File: src/rtl/imem_loader_if.sv
// Byte-stream valid/ready handshake feeding the instruction-memory loader.
// The master is the byte source and the slave is the loader.
interface imem_loader_if;
  logic [7:0] in_data;
  logic       in_valid;
  logic       in_ready;

  modport master (output in_data, output in_valid, input in_ready);
  modport slave  (input in_data, input in_valid, output in_ready);
endinterface

File: src/rtl/imem_loader.sv
// Boot loader: assembles a counted big-endian byte stream into 32-bit words,
// writes them to instruction memory and holds the CPU in reset until done.
module imem_loader #(
  parameter logic [31:0] BASE_ADDR = 32'h0000_0000,
  parameter int unsigned MAX_WORDS = 256
) (
  input  logic               clk,
  input  logic               reset,
  imem_loader_if.slave       s_in,
  input  logic               start,
  output logic               imem_we,
  output logic [31:0]        imem_addr,
  output logic [31:0]        imem_wdata,
  output logic               cpu_reset,
  output logic               done,
  output logic               error,
  output logic [15:0]        words_loaded
);

  typedef enum logic [1:0] {S_HDR_HI, S_HDR_LO, S_DATA, S_DONE} state_t;

  state_t      r_state;
  state_t      w_state_nxt;
  logic        r_ready;
  logic        r_fin;
  logic        r_we;
  logic        r_error;
  logic [15:0] r_count;
  logic [15:0] r_word_idx;
  logic [15:0] r_words;
  logic [1:0]  r_byte_idx;
  logic [23:0] r_shift;
  logic [31:0] r_addr;
  logic [31:0] r_wdata;

  logic w_accept;
  logic w_word_end;
  logic w_last_byte;
  logic w_in_range;

  assign w_accept    = s_in.in_valid && r_ready;
  assign w_word_end  = w_accept && (r_state == S_DATA) && (r_byte_idx == 2'd3);
  assign w_last_byte = w_word_end && ((r_word_idx + 16'd1) == r_count);
  assign w_in_range  = {16'd0, r_word_idx} < MAX_WORDS;

  always_ff @(posedge clk or posedge reset) begin
    if (reset) r_state <= S_HDR_HI;
    else       r_state <= w_state_nxt;
  end

  // The last word's write pulse gets its own cycle in DATA (r_fin) so that
  // done rises only after memory has sampled it.
  always_comb begin
    w_state_nxt = r_state;
    case (r_state)
      S_HDR_HI: if (w_accept) w_state_nxt = S_HDR_LO;
      S_HDR_LO: if (w_accept)
                  w_state_nxt = ({r_count[15:8], s_in.in_data} == 16'd0) ? S_DONE : S_DATA;
      S_DATA:   if (r_fin) w_state_nxt = S_DONE;
      S_DONE:   if (start) w_state_nxt = S_HDR_HI;
      default:  w_state_nxt = S_HDR_HI;
    endcase
  end

  always_ff @(posedge clk or posedge reset) begin
    if (reset) begin
      r_ready    <= 1'b0;
      r_fin      <= 1'b0;
      r_we       <= 1'b0;
      r_error    <= 1'b0;
      r_count    <= 16'd0;
      r_word_idx <= 16'd0;
      r_words    <= 16'd0;
      r_byte_idx <= 2'd0;
      r_shift    <= 24'd0;
      r_addr     <= BASE_ADDR;
      r_wdata    <= 32'd0;
    end else begin
      r_ready <= (w_state_nxt != S_DONE) && !w_last_byte;
      r_we    <= 1'b0;
      case (r_state)
        S_HDR_HI: if (w_accept) r_count[15:8] <= s_in.in_data;
        S_HDR_LO: if (w_accept) begin
          r_count[7:0] <= s_in.in_data;
          r_byte_idx   <= 2'd0;
          r_word_idx   <= 16'd0;
          r_fin        <= 1'b0;
        end
        S_DATA: if (w_accept) begin
          r_byte_idx <= r_byte_idx + 2'd1;
          r_shift    <= {r_shift[15:0], s_in.in_data};
          if (w_word_end) begin
            r_word_idx <= r_word_idx + 16'd1;
            r_addr     <= BASE_ADDR + {14'd0, r_word_idx, 2'b00};
            if (w_in_range) begin
              r_we    <= 1'b1;
              r_wdata <= {r_shift, s_in.in_data};
              r_words <= r_words + 16'd1;
            end else begin
              r_error <= 1'b1;
            end
            if (w_last_byte) r_fin <= 1'b1;
          end
        end
        S_DONE: if (start) begin
          r_error    <= 1'b0;
          r_words    <= 16'd0;
          r_word_idx <= 16'd0;
          r_byte_idx <= 2'd0;
          r_fin      <= 1'b0;
          r_addr     <= BASE_ADDR;
        end
        default: ;
      endcase
    end
  end

  assign s_in.in_ready = r_ready;
  assign imem_we       = r_we;
  assign imem_addr     = r_addr;
  assign imem_wdata    = r_wdata;
  assign cpu_reset     = (r_state != S_DONE);
  assign done          = (r_state == S_DONE);
  assign error         = r_error;
  assign words_loaded  = r_words;

endmodule

File: src/flat_wrapper.sv
// flat-port wrapper written by rule: the top's interface ports become plain ports
module imem_loader_flat 
#(
  parameter logic [31:0] BASE_ADDR = 32'h0000_0000,
  parameter int unsigned MAX_WORDS = 256
)
  (clk, reset, start, imem_we, imem_addr, imem_wdata, cpu_reset, done, error, words_loaded, s_in_in_data, s_in_in_valid, s_in_in_ready);
  imem_loader_if s_in_i ();
  input  logic clk;
  input  logic reset;
  input  logic start;
  output logic imem_we;
  output logic [31:0] imem_addr;
  output logic [31:0] imem_wdata;
  output logic cpu_reset;
  output logic done;
  output logic error;
  output logic [15:0] words_loaded;
  input wire logic [$bits(s_in_i.in_data)-1:0] s_in_in_data;
  input wire logic [$bits(s_in_i.in_valid)-1:0] s_in_in_valid;
  output wire logic [$bits(s_in_i.in_ready)-1:0] s_in_in_ready;
  assign s_in_i.in_data = s_in_in_data;
  assign s_in_i.in_valid = s_in_in_valid;
  assign s_in_in_ready = s_in_i.in_ready;
  imem_loader #(.BASE_ADDR(BASE_ADDR), .MAX_WORDS(MAX_WORDS)) u_core (.clk(clk), .reset(reset), .s_in(s_in_i), .start(start), .imem_we(imem_we), .imem_addr(imem_addr), .imem_wdata(imem_wdata), .cpu_reset(cpu_reset), .done(done), .error(error), .words_loaded(words_loaded));
endmodule
File: config.mk
export PLATFORM = sky130hd
export DESIGN_NAME = imem_loader_flat
export DESIGN_NICKNAME = d
export VERILOG_FILES = /design/src/rtl/imem_loader_if.sv /design/src/rtl/imem_loader.sv /design/src/flat_wrapper.sv
export SDC_FILE = /design/constraint.sdc
export NUM_CORES = 1
export LEC_CHECK = 0
export BUFFER_PORTS_ARGS = -buffer_cell sky130_fd_sc_hd__buf_4
export CORE_MARGIN = 1.5
export CORE_UTILIZATION = 25
export DETAILED_ROUTE_END_ITERATION = 10
export GPL_ROUTABILITY_DRIVEN = 0
export GPL_TIMING_DRIVEN = 0
export MAX_ROUTING_LAYER = met4
export PLACE_DENSITY = 0.43
export RECOVER_POWER = 100
export SLEW_MARGIN = 20
export SYNTH_ARGS = -nofsm -noshare
export SYNTH_HDL_FRONTEND = slang
export SYNTH_SLANG_ARGS = --single-unit
File: constraint.sdc
create_clock -name clk -period 7.3 [get_ports clk]
set_input_delay 1.095 -clock clk [delete_from_list [all_inputs] [get_ports clk]]
set_output_delay 1.095 -clock clk [all_outputs]
set_load 0.005 [all_outputs]
==> results of run 1 <==
## cells in the final DEF, fill, tap and decap left out, types with 17 or more instances in the layout
cell	n
nand2_1	252
nand3_1	29
clkbuf_16	17
buf_4	25
xnor2_1	19
nor2_1	28
dfrtp_1	128
clkbuf_4	59
o21ai_0	31
clkbuf_1	36
## worst paths after layout
kind | start | endpoint
worst max-delay path | s_in_in_valid | u_core.words_loaded[11]
worst min-delay path | u_core.imem_wdata[3] | u_core.imem_wdata[3]
worst max register to register | u_core.r_state[1] | u_core.words_loaded[11]
worst min register to register | u_core.imem_wdata[3] | u_core.imem_wdata[3]
max in group asynchronous | reset | u_core.r_word_idx[12]
min in group asynchronous | reset | u_core.imem_addr[10]
## power groups by stage
stage | Sequential [W] | Combinational, W | Clock (W)
after floorplan | 0.000981 | 0.000395 | 0
after global placement | 0.00102 | 0.000569 | 0
after detailed placement | 0.00102 | 0.000577 | 0
after CTS | 0.00101 | 0.000578 | 0.000898
after global routing | 0.00104 | 0.000634 | 0.000930
final | 0.00101 | 0.000557 | 0.000877
## cell type report
type	instances	area (um2)
clock inverter	11	157.7
inverter	6	23.77
buffer	55	364.1
clock buffer	19	442.9
multi-input combinational	503	2621
fill	2606	16450
tap	324	405.4
timing repair buffer	81	579.3
sequential	128	3203
## cell families after synthesis
kind of cell / share of synthesized area [%]
simple gates: 26.24
other cells: 0.06077
buf+inv: 6.367
compound gates: 6.914
flops: 51.91
mux: 3.082
xor+xnor: 4.826
fa+ha+maj: 0.6083
## per-stage QoR
step	hold WS [ns]	utilization, %
floorplan	0.4386	-
global placement	0.4566	29.83
detailed placement	0.4626	29.97
CTS	0.4747	32.45
global route	0.4950	32.16
finish	0.4734	32.16
## per-layer routing
| layer | share of wire (%) | wire (um) | up-vias |
|---|---|---|---|
| li1 | - | - | 2441 |
| met3 | 4.2 | 711 | 6 |
| met4 | 0.61 | 104 | 0 |
| met2 | 44 | 7575 | 108 |
| met5 | 0 | 0 | - |
| met1 | 51 | 8721 | 2416 |
## worst max-delay path, stage by stage
cell	delay, ns
clkbuf_1	0.16
and4b_1	0.21
clkbuf_1	0.40
nand4_1	0.35
a211oi_1	0.86
nand3_1	0.18
xor2_1	0.18
nor2_1	0.05
## state kept, by name, summed over array words and instances, names as in the netlist
signal                cells
u_core.r_state            2
u_core.r_fin              1
u_core.r_byte_idx         2
u_core.error              1
u_core.r_count           16
u_core.s_in.in_ready      1
u_core.imem_addr         16
u_core.words_loaded      16
u_core.imem_we            1
u_core.r_shift           24
u_core.imem_wdata        32
u_core.r_word_idx        16
==> run metrics, run 1 <==
post-CTS setup buffers 0; I/O pin total 97; number of cell rows 57; final global-route overflow total 0; relative slew slack -63.58%; initial antenna violation count 0; Yosys top cell area share 51.91%; 1st-iter DRT viols about 320; R2R cell count 8; status finished, violations left; vias in the first global route 4831; # resized after CTS 0; I/O Buffers 80; Pre-antenna DRT Iters 4; layout cells sized above 1 19.55%; final WL ~17000 um; PnR Total Power 0.002445 W; crit start category primary input; cell taking the most area after synthesis dfrtp_1; Post-DP HPWL 12290 um; DR WL/cell about 15 um; Final Setup Violations 0; CP required ~7.6 ns; Final period util 43.91%; top cells by area, synth dfrtp_1, nand2_1, mux2_2; synthesized cell area 6171 um2; die area approximately 26000 um2; die width around 160 um; Sw Share between 30 and 40%; Hold Crit Class reg -> reg; core area 24250 um2; Max Cap Viol 1; Final Skew 0.01235 ns; Final WS setup roughly 4 ns; top-count cell post-synth nand2_1; DRC viols 0; met3 Usage GRT between 3 and 4%; fin area 7797 um2; final slew viol count 52; Post-Place Setup Slack 4.169 ns; clock latency on the worst-skew pair 0.41 ns; RSZ-0062 raised after global routing false; Crit. End Element flip-flop; Antenna Cells 0; Yosys reg bits around 130; Tot GR Track Use 14.44%; Hold Path Depth 2; CTS tree built; placed insts around 1100; fmax 0.3120 GHz; met1 usage 20.70%; antenna-violating nets left 0; Least-Margin Pin Slew 2.440 ns; Final Non-Filler Cells 1127; initial core utilization 25.45%; Worst EP arrival 3.49 ns; Most Crowded Layer GR met1; YS warnings 0; first-pass GRT wire length 27890 um; switching pwr 0.0007639 W; H-tree levels 4; failing checks capacitance limit, slew limit; P&R area growth vs syn 26.36%; largest buffer count on any clock path 2; Die Y 160.1 um; P_leak 3.792 nW; Tmin final 3.205 ns; Power Density 313.6 nW/um2; pin count of the biggest net entering global routing 78; Post-CTS Hold Buffers 0; Reg2Reg Setup Slack 4.37 ns; Comb pwr share 22.8%; clk sinks 128; final net count 807; number of synthesized flops with an enable pin 0; clock slew at reported path FFs 0.06 ns; placed inst area 7268 um2; top_reg_cell synth dfrtp_1; sequential share of the synthesized area between 50% and 60%; Syn Area/Cell 9.115 um2; internal cell power between 0.0015 and 0.002 W; Post-Route Setup TNS 0 ns; Root Driver clkbuf_16; CTS buffer count 17; share of power burned in registers 41.4%; asr flop ratio synth 100.0%; Mapped Cells 677; synth cell count leaders nand2_1, dfrtp_1, o21ai_0; worst setup path class in -> reg; CP Max Fanout 8; Vias/cell between 4 and 5; clock network fraction of total power 35.9%; final hold vios 0; M2 GR Usage 20.51%; Peak VDD IR 0.1084 mV; Synth cell types 57; total number of vias 4971
Power figures use the tool's default switching activity.
==> run 2, diff against run 1 <==
--- a/config.mk
+++ b/config.mk
@@ -12,7 +12,7 @@
 export GPL_ROUTABILITY_DRIVEN = 0
 export GPL_TIMING_DRIVEN = 0
 export MAX_ROUTING_LAYER = met4
-export PLACE_DENSITY = 0.43
+export PLACE_DENSITY = 0.44
 export RECOVER_POWER = 100
 export SLEW_MARGIN = 20
 export SYNTH_ARGS = -nofsm -noshare
==> constraint.sdc (replaced) <==
create_clock -name clk -period 2.82 [get_ports clk]
set_input_delay 0.423 -clock clk [delete_from_list [all_inputs] [get_ports clk]]
set_output_delay 0.423 -clock clk [all_outputs]
set_load 0.005 [all_outputs]
==> run metrics, run 2 (synthesis results as in run 1) <==
status finished, final reports clean; core area 24250 um2 (unchanged); Least-Margin Pin Slew 1.453 ns (-0.9875 ns); Post-CTS Hold Buffers 0 (unchanged); 1st-iter DRT viols 237 (-25%); I/O pin total 97 (unchanged); clk sinks 128 (unchanged); Tot GR Track Use 14.32% (-0.12 points); Final Non-Filler Cells 1132 (+0.44%); P&R area growth vs syn 26.89%; final net count 810 (+0.37%); Tmin final 2.616 ns; pin count of the biggest net entering global routing 33 (-58%); M2 GR Usage 20.53% (about the same); largest buffer count on any clock path 2 (unchanged); Die Y 160.1 um (unchanged); worst setup path class reg -> reg; clock latency on the worst-skew pair 0.43 ns (+0.02 ns); switching pwr 0.002102 W (+180%); CP Max Fanout 10 (+2); Worst EP arrival 2.93 ns (-0.56 ns); final slew viol count 0 (-100%); commonest non-fill, non-tap cells in the layout nand2_1, dfrtp_1, clkbuf_4; CTS tree built; CP bufs+invs 1 (-1); RSZ-0062 raised after global routing false; Max Cap Viol 0 (-1); met1 usage 19.97% (-0.73 points); crit start category flip-flop; Post-Route Setup TNS 0 ns (unchanged); CTS buffer count 17 (unchanged); Post-DP HPWL 12440 um (+1.2%); Final Skew 0.01560 ns (+0.003245 ns); final global-route overflow total 0 (unchanged); Top delay family on crit path simple AND/OR/NAND/NOR gates; Peak VDD IR 0.3296 mV (+200%); met3 Usage GRT 3.091% (-0.18 points); layout cells sized above 1 21.29% (+1.7 points); DR WL/cell 14.91 um (-1.8%); placed insts 1100 (+0.27%); Power Density 796.7 nW/um2 (+150%); die area 25640 um2 (unchanged); die width 160.1 um (unchanged); internal cell power 0.004136 W (+150%); DRC viols 0 (unchanged); final hold vios 0 (unchanged); number of cell rows 57 (unchanged); share of power burned in registers 41.9% (+0.5 points); initial antenna violation count 0 (unchanged); H-tree levels 4 (unchanged); Most Crowded Layer GR met2; Comb pwr share 23.3% (+0.5 points); max reg flops 32 (unchanged); relative slew slack 3.150% (+67 points); Crit. End Element flip-flop; Antenna Cells 0 (unchanged); total number of vias 4989 (+0.36%); Fill cells 2595 (-0.42%); final WL 16880 um (-1.4%); P_leak 3.829 nW (+0.99%); Final period util 92.76%; final core occ 32.29% (+0.13 points); Vias/cell 4.407 (about the same); Root Driver clkbuf_16; Hold Crit Class in -> async; vias in the first global route 4893 (+1.3%); Final Setup Violations 0 (unchanged); initial core utilization 25.45% (unchanged); Sw Share 33.70% (+2.5 points); Pre-antenna DRT Iters 4 (unchanged); Critical-path top delay cell dfrtp_1; commonest non-fill, non-tap cell in the layout nand2_1; clock network fraction of total power 34.8% (-1.1 points); cell chain of the critical path ha_2 -> nand3_2 -> buf_6 -> or3_1 -> a22o_1 -> nor4_1 -> nand4_1 -> and3_1; I/O Buffers 80 (unchanged); first-pass GRT wire length 27660 um (-0.81%); CP required 3.14 ns (-4.45 ns); fmax between 0.3 and 0.4 GHz; clock slew at reported path FFs 0.07 ns (about the same); antenna-violating nets left 0 (unchanged); slowest cell delay on critical path 0.53 ns (-0.33 ns)
==> run 2: layer usage <==
metal | wire (um) | vias up
met3 | 711 | 17
li1 | - | 2466
met4 | 237 | 0
met5 | 0 | -
met2 | 7480 | 111
met1 | 8450 | 2395
==> run 2: area by class of cell <==
type                    count  area (um2)  area share, %
plain buffers              55       362.8          4.634
clock buffers              17       425.4          5.433
clock inverters            15       162.7          2.077
inverters                   6       23.77         0.3036
multi-input cells         503        2640          33.72
flip-flops and latches    128        3203          40.91
well taps                 324       405.4          5.177
repair buffers             84       606.8          7.750
==> run 2: per-stage QoR <==
stage	cell area [um2]	hold WS (ns)	total power (W)	setup slack, ns
final	7830	0.2478	0.006239	0.2041
after detailed placement	7317	0.4595	0.004143	0.1682
after global placement	7237	0.4543	0.004116	-0.2488
after global routing	7830	0.2546	0.006661	0.04696
after CTS	7905	0.1189	0.006350	0.1498
after floorplan	6231	0.4386	0.003562	0.6614
==> run 2: power groups by stage <==
stage	logic, W	registers (W)	clock network (W)
2_1_floorplan	0.00102	0.00254	0
3_3_place_gp	0.00146	0.00265	0
3_5_place_dp	0.00149	0.00265	0
4_1_cts	0.00150	0.00262	0.00223
5_1_grt	0.00167	0.00267	0.00233
6_report	0.00145	0.00261	0.00217
==> run 2: worst paths after layout <==
kind / startpoint / to / slack, ns / cells past startpoint
max in group asynchronous: reset / u_core.imem_wdata[2] / 0.58 / 3
max: u_core.r_word_idx[0] / u_core.s_in.in_ready / 0.20 / 8
min in group clk: s_in_in_data[3] / u_core.imem_wdata[3] / 0.26 / 3
max reg2reg: u_core.r_word_idx[0] / u_core.s_in.in_ready / 0.20 / 8
min reg2reg: u_core.imem_wdata[9] / u_core.imem_wdata[9] / 0.47 / 2
min: reset / u_core.imem_addr[13] / 0.25 / 2
==> run 2: repair_timing <==
action                                 CTS  global route
buffers inserted                         0             0
setup endpoints to repair                0             2
resized for setup                        0             2
endpoints found under the hold margin    0             0
==> run 3, diff against run 2 <==
--- a/config.mk
+++ b/config.mk
@@ -6,13 +6,14 @@
 export NUM_CORES = 1
 export LEC_CHECK = 0
 export BUFFER_PORTS_ARGS = -buffer_cell sky130_fd_sc_hd__buf_4
+export CORE_ASPECT_RATIO = 1.2
 export CORE_MARGIN = 1.5
 export CORE_UTILIZATION = 25
 export DETAILED_ROUTE_END_ITERATION = 10
 export GPL_ROUTABILITY_DRIVEN = 0
 export GPL_TIMING_DRIVEN = 0
 export MAX_ROUTING_LAYER = met4
-export PLACE_DENSITY = 0.44
+export PLACE_DENSITY = 0.46
 export RECOVER_POWER = 100
 export SLEW_MARGIN = 20
 export SYNTH_ARGS = -nofsm -noshare
==> run metrics, run 3 (synthesis results as in run 1) <==
status finished, final reports clean; Tmin final 2.589 ns (-0.02637 ns); relative slew slack 9.669% (+6.5 points); DR WL/cell 15.19 um (+1.9%); crit start category flip-flop; CP required 3.13 ns (about the same); Final WS setup 0.2305 ns (+0.02637 ns); clock network fraction of total power 34.6% (-0.2 points); Sw Share 32.63% (-1.1 points); Post-Place Setup Slack 0.2565 ns (+0.08833 ns); share of power burned in registers 41.9% (about the same); FF-to-FF End u_core.s_in.in_ready; final net count 810 (unchanged); clk sinks 128 (unchanged); switching pwr 0.002029 W (-3.5%); clock slew at reported path FFs 0.07 ns (about the same); Seq. cell area 3203 um2 (unchanged); Top delay family on crit path simple AND/OR/NAND/NOR gates; commonest non-fill, non-tap cells in the layout nand2_1, dfrtp_1, clkbuf_4; Worst EP arrival 2.90 ns (-0.03 ns); CTS tree built; worst setup path class reg -> reg; H-tree levels 4 (unchanged); max reg flops 32 (unchanged); P_leak 3.831 nW (about the same); worst r2r src u_core.r_word_idx[0]; fmax 0.3862 GHz (+1.0%); cell chain of the critical path ha_1 -> nand3_2 -> buf_6 -> nor4_1 -> nor2_1 -> a2111oi_2 -> nand4_1 -> and3_1; vias in the first global route 4875 (-0.37%); Antenna Cells 0 (unchanged); Least-Margin Pin Slew 1.348 ns (-0.1052 ns); Tot GR Track Use 14.43% (+0.11 points); placed insts 1096 (-0.36%); final global-route overflow total 0 (unchanged); post-CTS setup buffers 0 (unchanged); Fill cells 2507 (-3.4%); slowest cell delay on critical path 0.54 ns (about the same); Crit. End Element flip-flop; Post-DP HPWL 12310 um (-1.1%); CP bufs+invs 1 (unchanged); final WL 17130 um (+1.5%); worst hold endpoint u_core.imem_wdata[5]; final hold vios 0 (unchanged); Comb pwr share 23.6% (+0.3 points); die width 146.4 um (-8.6%); layout cells sized above 1 20.92% (-0.37 points); 1st-iter DRT viols 200 (-16%); Final Setup Violations 0 (unchanged); Vias/cell 4.464 (+1.3%); Power Density 797.4 nW/um2 (about the same); Peak VDD IR 0.4286 mV (+30%); commonest non-fill, non-tap cell in the layout nand2_1; Root Driver clkbuf_16; Final period util 91.83% (-0.94 points); Critical-path top delay cell nor4_1; Hold Path Depth 3; I/O pin total 97 (unchanged); internal cell power 0.004190 W (+1.3%); Post-CTS Hold Buffers 0 (unchanged); pin count of the biggest net entering global routing 30 (-9.1%); I/O Buffers 80 (unchanged); # resized after CTS 0 (unchanged); CP Max Fanout 10 (unchanged); R2R cell count 8 (unchanged); number of cell rows 62 (+8.8%); CTS buffer count 17 (unchanged); initial antenna violation count 0 (unchanged); antenna-violating nets left 0 (unchanged); core area 24130 um2 (-0.51%); DRC viols 0 (unchanged); Final Non-Filler Cells 1128 (-0.35%); Reg2Reg Setup Slack 0.23 ns (+0.03 ns); die area 25640 um2 (about the same); largest buffer count on any clock path 2 (unchanged); Die Y 175.1 um (+9.4%); final slew viol count 0 (unchanged); Hold Crit Class in -> reg; RSZ-0062 raised after global routing false; P&R area growth vs syn 26.40%; multi-input logic area 2626 um2 (-0.52%); Pre-antenna DRT Iters 5 (+1); clock latency on the worst-skew pair 0.43 ns (about the same); Max Cap Viol 0 (unchanged); total number of vias 5035 (+0.92%); hold_sp s_in_in_data[5]; first-pass GRT wire length 27690 um (about the same); Final Skew 0.01743 ns (+0.001830 ns); initial core utilization 25.58% (+0.13 points)
[run 3: cell count changes in the layout (fill, tap and decap cells not counted), sizes merged]
cell / delta
inv: -5
clkbuf: +2
clkinv: +2
bufinv: +1
[run 3: stage by stage]
step                      total power [W]  hold slack (ns)  TNS, ns  util, %  cell area, um2
after floorplan                  0.003562           0.4386        0        -            6231
after global placement           0.004122           0.4572   -26.87    29.98            7232
after detailed placement         0.004165           0.4576        0    30.31            7312
after CTS                        0.006363           0.1024        0    32.66            7880
after global routing             0.006623           0.2634        0    32.33            7800
final                            0.006220           0.2671        0    32.33            7800
[run 3: layer usage]
metal	global-route usage, %	vias up	share of wire (%)
met5	-	-	0
met4	5.093	0	1.5
met3	2.742	17	2.7
met2	23.70	110	50
met1	17.72	2453	46
li1	-	2455	-
[run 3: power by group through the flow]
stage	clock network (W)	logic (W)	registers [W]
3_5_place_dp	0	0.00152	0.00265
4_1_cts	0.00222	0.00152	0.00262
6_report	0.00215	0.00147	0.00260
3_3_place_gp	0	0.00148	0.00264
5_1_grt	0.00230	0.00166	0.00266
2_1_floorplan	0	0.00102	0.00254
[run 3: final cells by class]
class	instances	area share (%)
well taps	320	5.133
repair buffers	84	7.796
inverters	6	0.3048
multi-input cells	503	33.67
flip-flops and latches	128	41.07
clock buffers	19	5.679
plain buffers	55	4.748
clock inverters	13	1.604
[run 3: worst max path at each step]
| stage | start | to | slack, ns | cells after the start |
|---|---|---|---|---|
| 2_1_floorplan | u_core.r_word_idx[0] | u_core.s_in.in_ready | 0.66 | 8 |
| 3_3_place_gp | reset | u_core.imem_wdata[0] | -0.23 | 2 |
| 3_5_place_dp | u_core.r_word_idx[0] | u_core.s_in.in_ready | 0.26 | 8 |
| 4_1_cts | u_core.r_word_idx[0] | u_core.s_in.in_ready | 0.24 | 8 |
| 5_1_grt | u_core.r_word_idx[0] | u_core.s_in.in_ready | 0.0005 | 8 |
| 6_report | u_core.r_word_idx[0] | u_core.s_in.in_ready | 0.23 | 8 |
[run 3: worst reg2reg max path: stages, from the launching register on]
cell and delay [ns]:
dfrtp_1 0.53, ha_1 0.37, nand3_2 0.13, buf_6 0.16, nor4_1 0.54, nor2_1 0.12
a2111oi_2 0.22, nand4_1 0.18, and3_1 0.22
